<file path="src/rtl/csa_word_seq.sv">
// csa_word_seq
// Sequences a wide add through an external, purely combinational 8-bit
// carry-select adder, one byte slice per clock, least significant slice first.
// The slice carry is chained through carry_reg and every slice sum is
// captured into the registered result.
//
// Ports
//   clk, rst              rising-edge clock, asynchronous active-high reset
//   start                 operation request, accepted only in IDLE
//   a, b, c_in            operands and carry-in, latched when start is accepted
//   busy                  high while slices are being processed (RUN)
//   done                  one-cycle pulse when sum/c_out/zero are valid
//   sum, c_out, zero      registered W-bit result, final carry, sum==0 flag
//   slice_a, slice_b      byte slice driven to the external adder
//   slice_cin             chained carry driven to the external adder
//   slice_sum, slice_cout result returned by the external adder
module csa_word_seq #(
   parameter int WORDS = 4,
   localparam int W    = 8 * WORDS,
   localparam int IW   = (WORDS > 1) ? $clog2(WORDS) : 1
) (
   input  logic         clk,
   input  logic         rst,
   input  logic         start,
   input  logic [W-1:0] a,
   input  logic [W-1:0] b,
   input  logic         c_in,
   output logic         busy,
   output logic         done,
   output logic [W-1:0] sum,
   output logic         c_out,
   output logic         zero,
   output logic [7:0]   slice_a,
   output logic [7:0]   slice_b,
   output logic         slice_cin,
   input  logic [7:0]   slice_sum,
   input  logic         slice_cout
);

   typedef enum logic [1:0] {
      IDLE = 2'd0,
      RUN  = 2'd1,
      DONE = 2'd2
   } state_t;

   state_t         state;
   state_t         state_next;
   logic [W-1:0]   a_reg;
   logic [W-1:0]   b_reg;
   logic           carry_reg;
   logic [IW-1:0]  idx;
   logic [W-1:0]   sum_next;
   logic           last_slice;

   assign last_slice = (idx == IW'(WORDS - 1));

   // busy and done are pure state decodes, so no path exists from the
   // external adder to any handshake output.
   assign busy = (state == RUN);
   assign done = (state == DONE);

   // State register.
   always_ff @(posedge clk or posedge rst) begin
      if (rst) begin
         state <= IDLE;
      end else begin
         state <= state_next;
      end
   end

   // Next-state logic: DONE always lasts exactly one cycle, and start is
   // only looked at in IDLE, so requests during RUN/DONE are dropped.
   always_comb begin
      state_next = state;
      case (state)
         IDLE: if (start) state_next = RUN;
         RUN:  if (last_slice) state_next = DONE;
         DONE: state_next = IDLE;
         default: state_next = IDLE;
      endcase
   end

   // Slice multiplexer towards the adder; driven to zero outside RUN so the
   // adder inputs are quiet between operations.
   always_comb begin
      slice_a   = '0;
      slice_b   = '0;
      slice_cin = 1'b0;
      if (state == RUN) begin
         slice_cin = carry_reg;
         for (int i = 0; i < WORDS; i++) begin
            if (idx == IW'(i)) begin
               slice_a = a_reg[8*i +: 8];
               slice_b = b_reg[8*i +: 8];
            end
         end
      end
   end

   // Running result with the current slice merged in. The zero flag is taken
   // from this value so the final slice is included in the test.
   always_comb begin
      sum_next = sum;
      for (int i = 0; i < WORDS; i++) begin
         if (idx == IW'(i)) begin
            sum_next[8*i +: 8] = slice_sum;
         end
      end
   end

   // Datapath: operand capture on accepted start, slice accumulation and
   // carry chaining during RUN, final carry and zero flag on the last slice.
   // The previous result stays visible in IDLE until the next start clears it.
   always_ff @(posedge clk or posedge rst) begin
      if (rst) begin
         a_reg     <= '0;
         b_reg     <= '0;
         carry_reg <= 1'b0;
         idx       <= '0;
         sum       <= '0;
         c_out     <= 1'b0;
         zero      <= 1'b0;
      end else begin
         case (state)
            IDLE: begin
               if (start) begin
                  a_reg     <= a;
                  b_reg     <= b;
                  carry_reg <= c_in;
                  idx       <= '0;
                  sum       <= '0;
                  c_out     <= 1'b0;
                  zero      <= 1'b0;
               end
            end
            RUN: begin
               sum       <= sum_next;
               carry_reg <= slice_cout;
               if (last_slice) begin
                  c_out <= slice_cout;
                  zero  <= (sum_next == '0);
                  idx   <= '0;
               end else begin
                  idx <= idx + 1'b1;
               end
            end
            default: ;
         endcase
      end
   end

endmodule

</file>
<file path="config.mk">
export PLATFORM = sky130hd
export DESIGN_NAME = csa_word_seq
export DESIGN_NICKNAME = d
export VERILOG_FILES = /design/src/rtl/csa_word_seq.sv
export SDC_FILE = /design/constraint.sdc
export NUM_CORES = 1
export LEC_CHECK = 0
export CAP_MARGIN = 20
export CORE_MARGIN = 2
export CORE_UTILIZATION = 45
export DETAILED_ROUTE_END_ITERATION = 10
export PLACE_DENSITY = 0.76
export SETUP_SLACK_MARGIN = 0.15
export SYNTH_ARGS = -nofsm -noshare
export SYNTH_HDL_FRONTEND = slang
export SYNTH_SLANG_ARGS = --single-unit
</file>
<file path="constraint.sdc">
create_clock -name clk -period 5.55 [get_ports clk]
set_input_delay 1.665 -clock clk [delete_from_list [all_inputs] [get_ports clk]]
set_output_delay 1.665 -clock clk [all_outputs]
set_load 0.02 [all_outputs]
</file>
### Yosys cells after proc, flatten, opt, wreduce, memory -nomap -nowiden

Cells that the tools add are included.

* register bits: 103
* bits in latches: 0
* bits in writable memories: 0
* memory bits (read-only): 0
* input port bits: 77
* output and inout port bits: 53
* logic and storage cells: 54
* memories kept: 0

* add/subtract/negate cells: 1
* multiply operators: 0
* divide/modulo/power cells: 0
* magnitude comparators: 0
* eq/ne operators: 7
* shift-type cells: 0
* multiplexer cells: 30
* bitwise gates (word level): 0
* reductions and logical operators: 8

Operator list (number)
* $mux W8: 14
* $pmux W32 S2: 1
* $logic_not A32 Y1: 1
* $mux W32: 1
* $mux W2: 4
* $pmux W2 S2: 2
* $eq A2 B2 Y1 const B: 3
* $pmux W1 S2: 3
* $reduce_and A2 Y1: 3
* $mux W1: 5
* $eq A2 B1 Y1 const B: 2
* $logic_not A2 Y1: 2
* $reduce_and A3 Y1: 1
* $add A2 B1 Y2 const B: 1
* $ne A2 B1 Y1 const B: 1
* $ne A2 B2 Y1 const B: 1
* $reduce_bool A2 Y1: 1

### Logic depth before layout (Yosys ltp)

* depth in word-level cells: 6
* gate-level depth with buffers: 9
* mapped depth without buffers: 7

### Least setup slack after synthesis

Ideal clock, no wire load.

* path kind: register to output
* from: register idx[1]
* to: output port slice_a[2]
* arrival time: 1837 ps
* data required time: 3885 ps
* path slack: 2048 ps
* stages on the path, launching flop included: 10
* cell sequence: dfrtp_1 inv_1 ha_1 clkbuf_1 buf_2 buf_2 a21oi_1 o21ai_0 mux2i_1 nor2_1

* word-level cells in the longest chain between the ends: 6
* elaborated cells between the ends (all ways): 9

Ends and longest elaborated chain
* start: declaration: RTL line 51 `logic [IW-1:0] idx;`
* start signal: assignment: RTL line 144 `idx <= idx + 1'b1;`
* $logic_not A2 Y1: RTL line 92 `if (idx == IW'(i)) begin`
* $mux W8 (3 in a row): RTL line 92
* $mux W8 (*): RTL line 92
* $mux W8 (*): RTL line 89 `if (state == RUN) begin`
* end: declaration: RTL line 33 `output logic [7:0] slice_a,`

Mark *: on every way between the ends. The rest lies on a longest branch, timed or not.

### Worst setup path in the final report

* from: register idx[0]
* to: output port slice_b[3]

* word-level cells in the longest chain between the ends: 6
* elaborated cells between the ends (all ways): 9

Ends and longest elaborated chain
* $logic_not A2 Y1: RTL line 92
* $mux W8 (3 in a row): RTL line 92
* $mux W8 (*): RTL line 92
* $mux W8 (*): RTL line 89
* end: declaration: RTL line 34 `output logic [7:0] slice_b,`

Marked as above.

==> flow_metrics.py <==
metrics = {
    "clock_network": {
        "cts-root-buf": "clkbuf_8",
        "clk_latency_ns": 0.36,
        "cts.sinks": 103,
        "ctsResizeCount": 0,
        "numCtsBuffers": 9,
        "cts_hold_buf": 0,
        "max-clock-path-buffers": 2,
        "htreeDepth": 3,
        "post_cts_buffers": 0,
        "cts_tree": "done",
        "path_clk_slew_ns": 0.10,
    },
    "synthesis": {
        "avgSynthCellArea_um2": 11.84,
        "ys_seq_area_frac": 0.5109,
        "netlist_instances": 426,
        "netlist_area_mm2": 0.005045,
        "synth.ff_latch_count": 103,
        "synth_nets": 507,
        "synth.distinct_cells": 34,
        "yosys_warnings": 0,
    },
    "sta": {
        "setup_ws_ns": 0.9294,
        "worst_hold_slack_ns": 0.5102,
        "setup_viol": 0,
        "final_hold_viol_count": 0,
        "fin_crit_sh": 0.8325,
        "drv_slew": 0,
        "tightest_slew_ns": 1.095,
        "clock_skew_ns": 0.006479,
        "period_minus_slack_ns": 4.621,
        "fmax_mhz": 216.4,
        "fin_tns_setup_ns": 0,
        "rsz0062_at_grt": "no",
        "relSlewSlack": 0.2703,
    },
    "placement": {
        "place_congestion": 0.8704,
        "pre_cts_slack_ns": 1.006,
        "dp_hpwl_um": 9401,
        "io_buffers": 129,
    },
    "run": {
        "drv_cap": 0,
    },
    "die": {
        "initial_core_util": 0.4633,
        "die_area_mm2": 0.01207,
        "num_rows": 38,
        "coreArea_mm2": 0.01089,
        "io_pins": 130,
        "die_h_um": 109.9,
        "fp.dieW_um": 109.9,
    },
    "final_layout": {
        "seqCellArea_mm2": 0.002577,
        "layout_commonest_cell": "clkdlybuf4s50_1",
        "fin_util": 0.6112,
        "area_growth_pct": 31.92,
        "fill_cells": 926,
        "n_antenna_cell": 0,
        "multiInputGateArea_mm2": 0.002301,
        "mostFrequentLayoutCells": "clkdlybuf4s50_1 (129), dfrtp_1 (103), mux2_2 (88)",
        "drive_gt1_frac": 0.2099,
        "layout.nets": 624,
    },
    "setup_path": {
        "slowest_stage": "clkdlybuf4s50_1",
        "cp_max_fo": 32,
        "critPathRequiredTime_ns": 3.88,
        "end_kind": "output pin",
        "reg2reg_setup_slack_ns": 2.68,
        "arrival_ns": 2.96,
        "cp_cell_sequence": "inv_1 > ha_1 > buf_4 > nand2_1 > o21ai_0 > mux2i_1 > nor2_1 > clkdlybuf4s50_1",
        "cpLargestDelayFamily": "buffers and inverters",
        "cp.buffers_inverters": 3,
        "critPathKind": "flop to output pin",
        "worst_path_largest_cell_delay_ns": 0.61,
        "critPathLaunchType": "flop",
    },
    "detailed_routing": {
        "dr.pass1.iters": 4,
        "detail-route-antenna-nets": 0,
        "vias": 3810,
        "drt_iter0_drc": 129,
        "routed_wl_um": 13180,
        "avgRoutedWirePerCell_um": 19.15,
        "drc_errors": 0,
        "drt-vias-per-instance": 5.538,
    },
    "global_route": {
        "grt_pass1_wl_um": 20730,
        "grt_usage": 0.2263,
        "first_global_vias": 4037,
        "grt_max_degree": 79,
        "overflow": 0,
        "grt_antenna_before_repair": 0,
    },
    "pwr": {
        "p_leak_nw": 2.781,
        "total_power_mw": 3.837,
        "power_density_mw_per_mm2": 576.5,
        "ir_drop_uv": 407.7,
    },
    "status": {
        "status": "finished clean",
    },
    "worst_hold_path": {
        "min_path_type": "flop to flop",
    },
}
==> worst reg2reg max path: cells and delay by family (launching register included) <==
kind	cells	cell delay, ns
AO/OA/AOI/OAI	1	0.24
adder cells (fa/ha/maj)	1	0.91
buffers and inverters	1	0.33
flip-flops	1	0.44
multiplexers	1	0.08
AND/OR/NAND/NOR	2	0.77
==> cells by family (layout without fill, tap and decap cells) <==
family / Yosys count / in the layout / synth area share
simple gates: 91 / 91 / 0.09970
buf+inv: 38 / 160 / 0.03398
fa+ha+maj: 4 / 4 / 0.009921
mux: 106 / 106 / 0.2321
compound gates: 84 / 84 / 0.1133
flops: 103 / 103 / 0.5109
==> final timing paths <==
| kind | from | end | depth (start not counted) |
|---|---|---|---|
| setup / recovery | idx[0]$_DFFE_PP0P_ | slice_b[3] | 8 |
| hold / removal | b_reg[1]$_DFFE_PP0P_ | b_reg[1]$_DFFE_PP0P_ | 1 |
| setup reg to reg | idx[0]$_DFFE_PP0P_ | zero$_DFFE_PP0P_ | 6 |
| hold reg to reg | b_reg[1]$_DFFE_PP0P_ | b_reg[1]$_DFFE_PP0P_ | 1 |
| max in group asynchronous | rst | a_reg[29]$_DFFE_PP0P_ | 3 |
| min in group asynchronous | rst | sum[30]$_DFFE_PP0P_ | 2 |
==> cell usage after synthesis <==
| library cell | n | area (um^2) |
|---|---|---|
| mux2i_1 | 18 | 180.2 |
| nand2_1 | 23 | 86.33 |
| a22o_1 | 34 | 297.8 |
| nor3b_1 | 1 | 7.510 |
| nand3_1 | 2 | 10.01 |
| nor3_1 | 5 | 25.02 |
| buf_1 | 2 | 7.510 |
| mux2_2 | 88 | 991.0 |
| o21ai_0 | 21 | 105.1 |
| nand2b_1 | 3 | 18.77 |
| nand3b_1 | 3 | 22.52 |
| or2_1 | 1 | 6.260 |
| o31ai_1 | 3 | 22.52 |
| or4_1 | 2 | 15.01 |
| ha_1 | 4 | 50.05 |
| buf_2 | 17 | 85.08 |
| a21oi_1 | 19 | 95.09 |
| nor4_1 | 4 | 25.02 |
| or3_1 | 1 | 6.260 |
| o2111ai_1 | 1 | 8.760 |
| o21bai_1 | 2 | 15.01 |
| nor2_1 | 19 | 71.32 |
| clkbuf_1 | 13 | 48.80 |
| o31a_1 | 1 | 8.760 |
| nor2b_1 | 9 | 56.30 |
| o21ai_1 | 1 | 5.000 |
| inv_2 | 1 | 3.750 |
| a22oi_1 | 1 | 7.510 |
| o22ai_1 | 1 | 6.260 |
| dfrtp_1 | 103 | 2577 |
| buf_6 | 1 | 11.26 |
| inv_1 | 4 | 15.01 |
| and2_1 | 2 | 12.51 |
| and3b_1 | 16 | 140.1 |
==> layout make-up <==
type	count	share of cell area
Sequential cell	103	0.3873
Multi-Input combinational cell	285	0.3457
Timing Repair Buffer	139	0.2109
Tap cell	140	0.02632
Clock buffer	12	0.02181
Clock inverter	4	0.004700
Inverter	5	0.003196
==> per-stage QoR <==
| stage | cell area, um^2 | cells |
|---|---|---|
| 6_report | 6655 | 688 |
| 5_1_grt | 6655 | 688 |
| 4_1_cts | 6603 | 686 |
| 3_5_place_dp | 6426 | 670 |
| 3_3_place_gp | 6426 | 670 |
| 2_1_floorplan | 5045 | 426 |
==> power breakdown <==
group	internal (mW)	switching (mW)
Clock	0.177	0.257
Sequential	1.09	0.251
Combinational	1.06	1.00
==> per-layer routing <==
| layer | global-route usage | up-vias | part of all wire |
|---|---|---|---|
| met5 | 0 | - | 0 |
| met4 | 0.08137 | 0 | 0.026 |
| met3 | 0.04920 | 22 | 0.065 |
| met2 | 0.3755 | 132 | 0.48 |
| met1 | 0.2911 | 1881 | 0.43 |
| li1 | - | 1775 | - |
No activity file was read; power rests on OpenSTA's default activity.
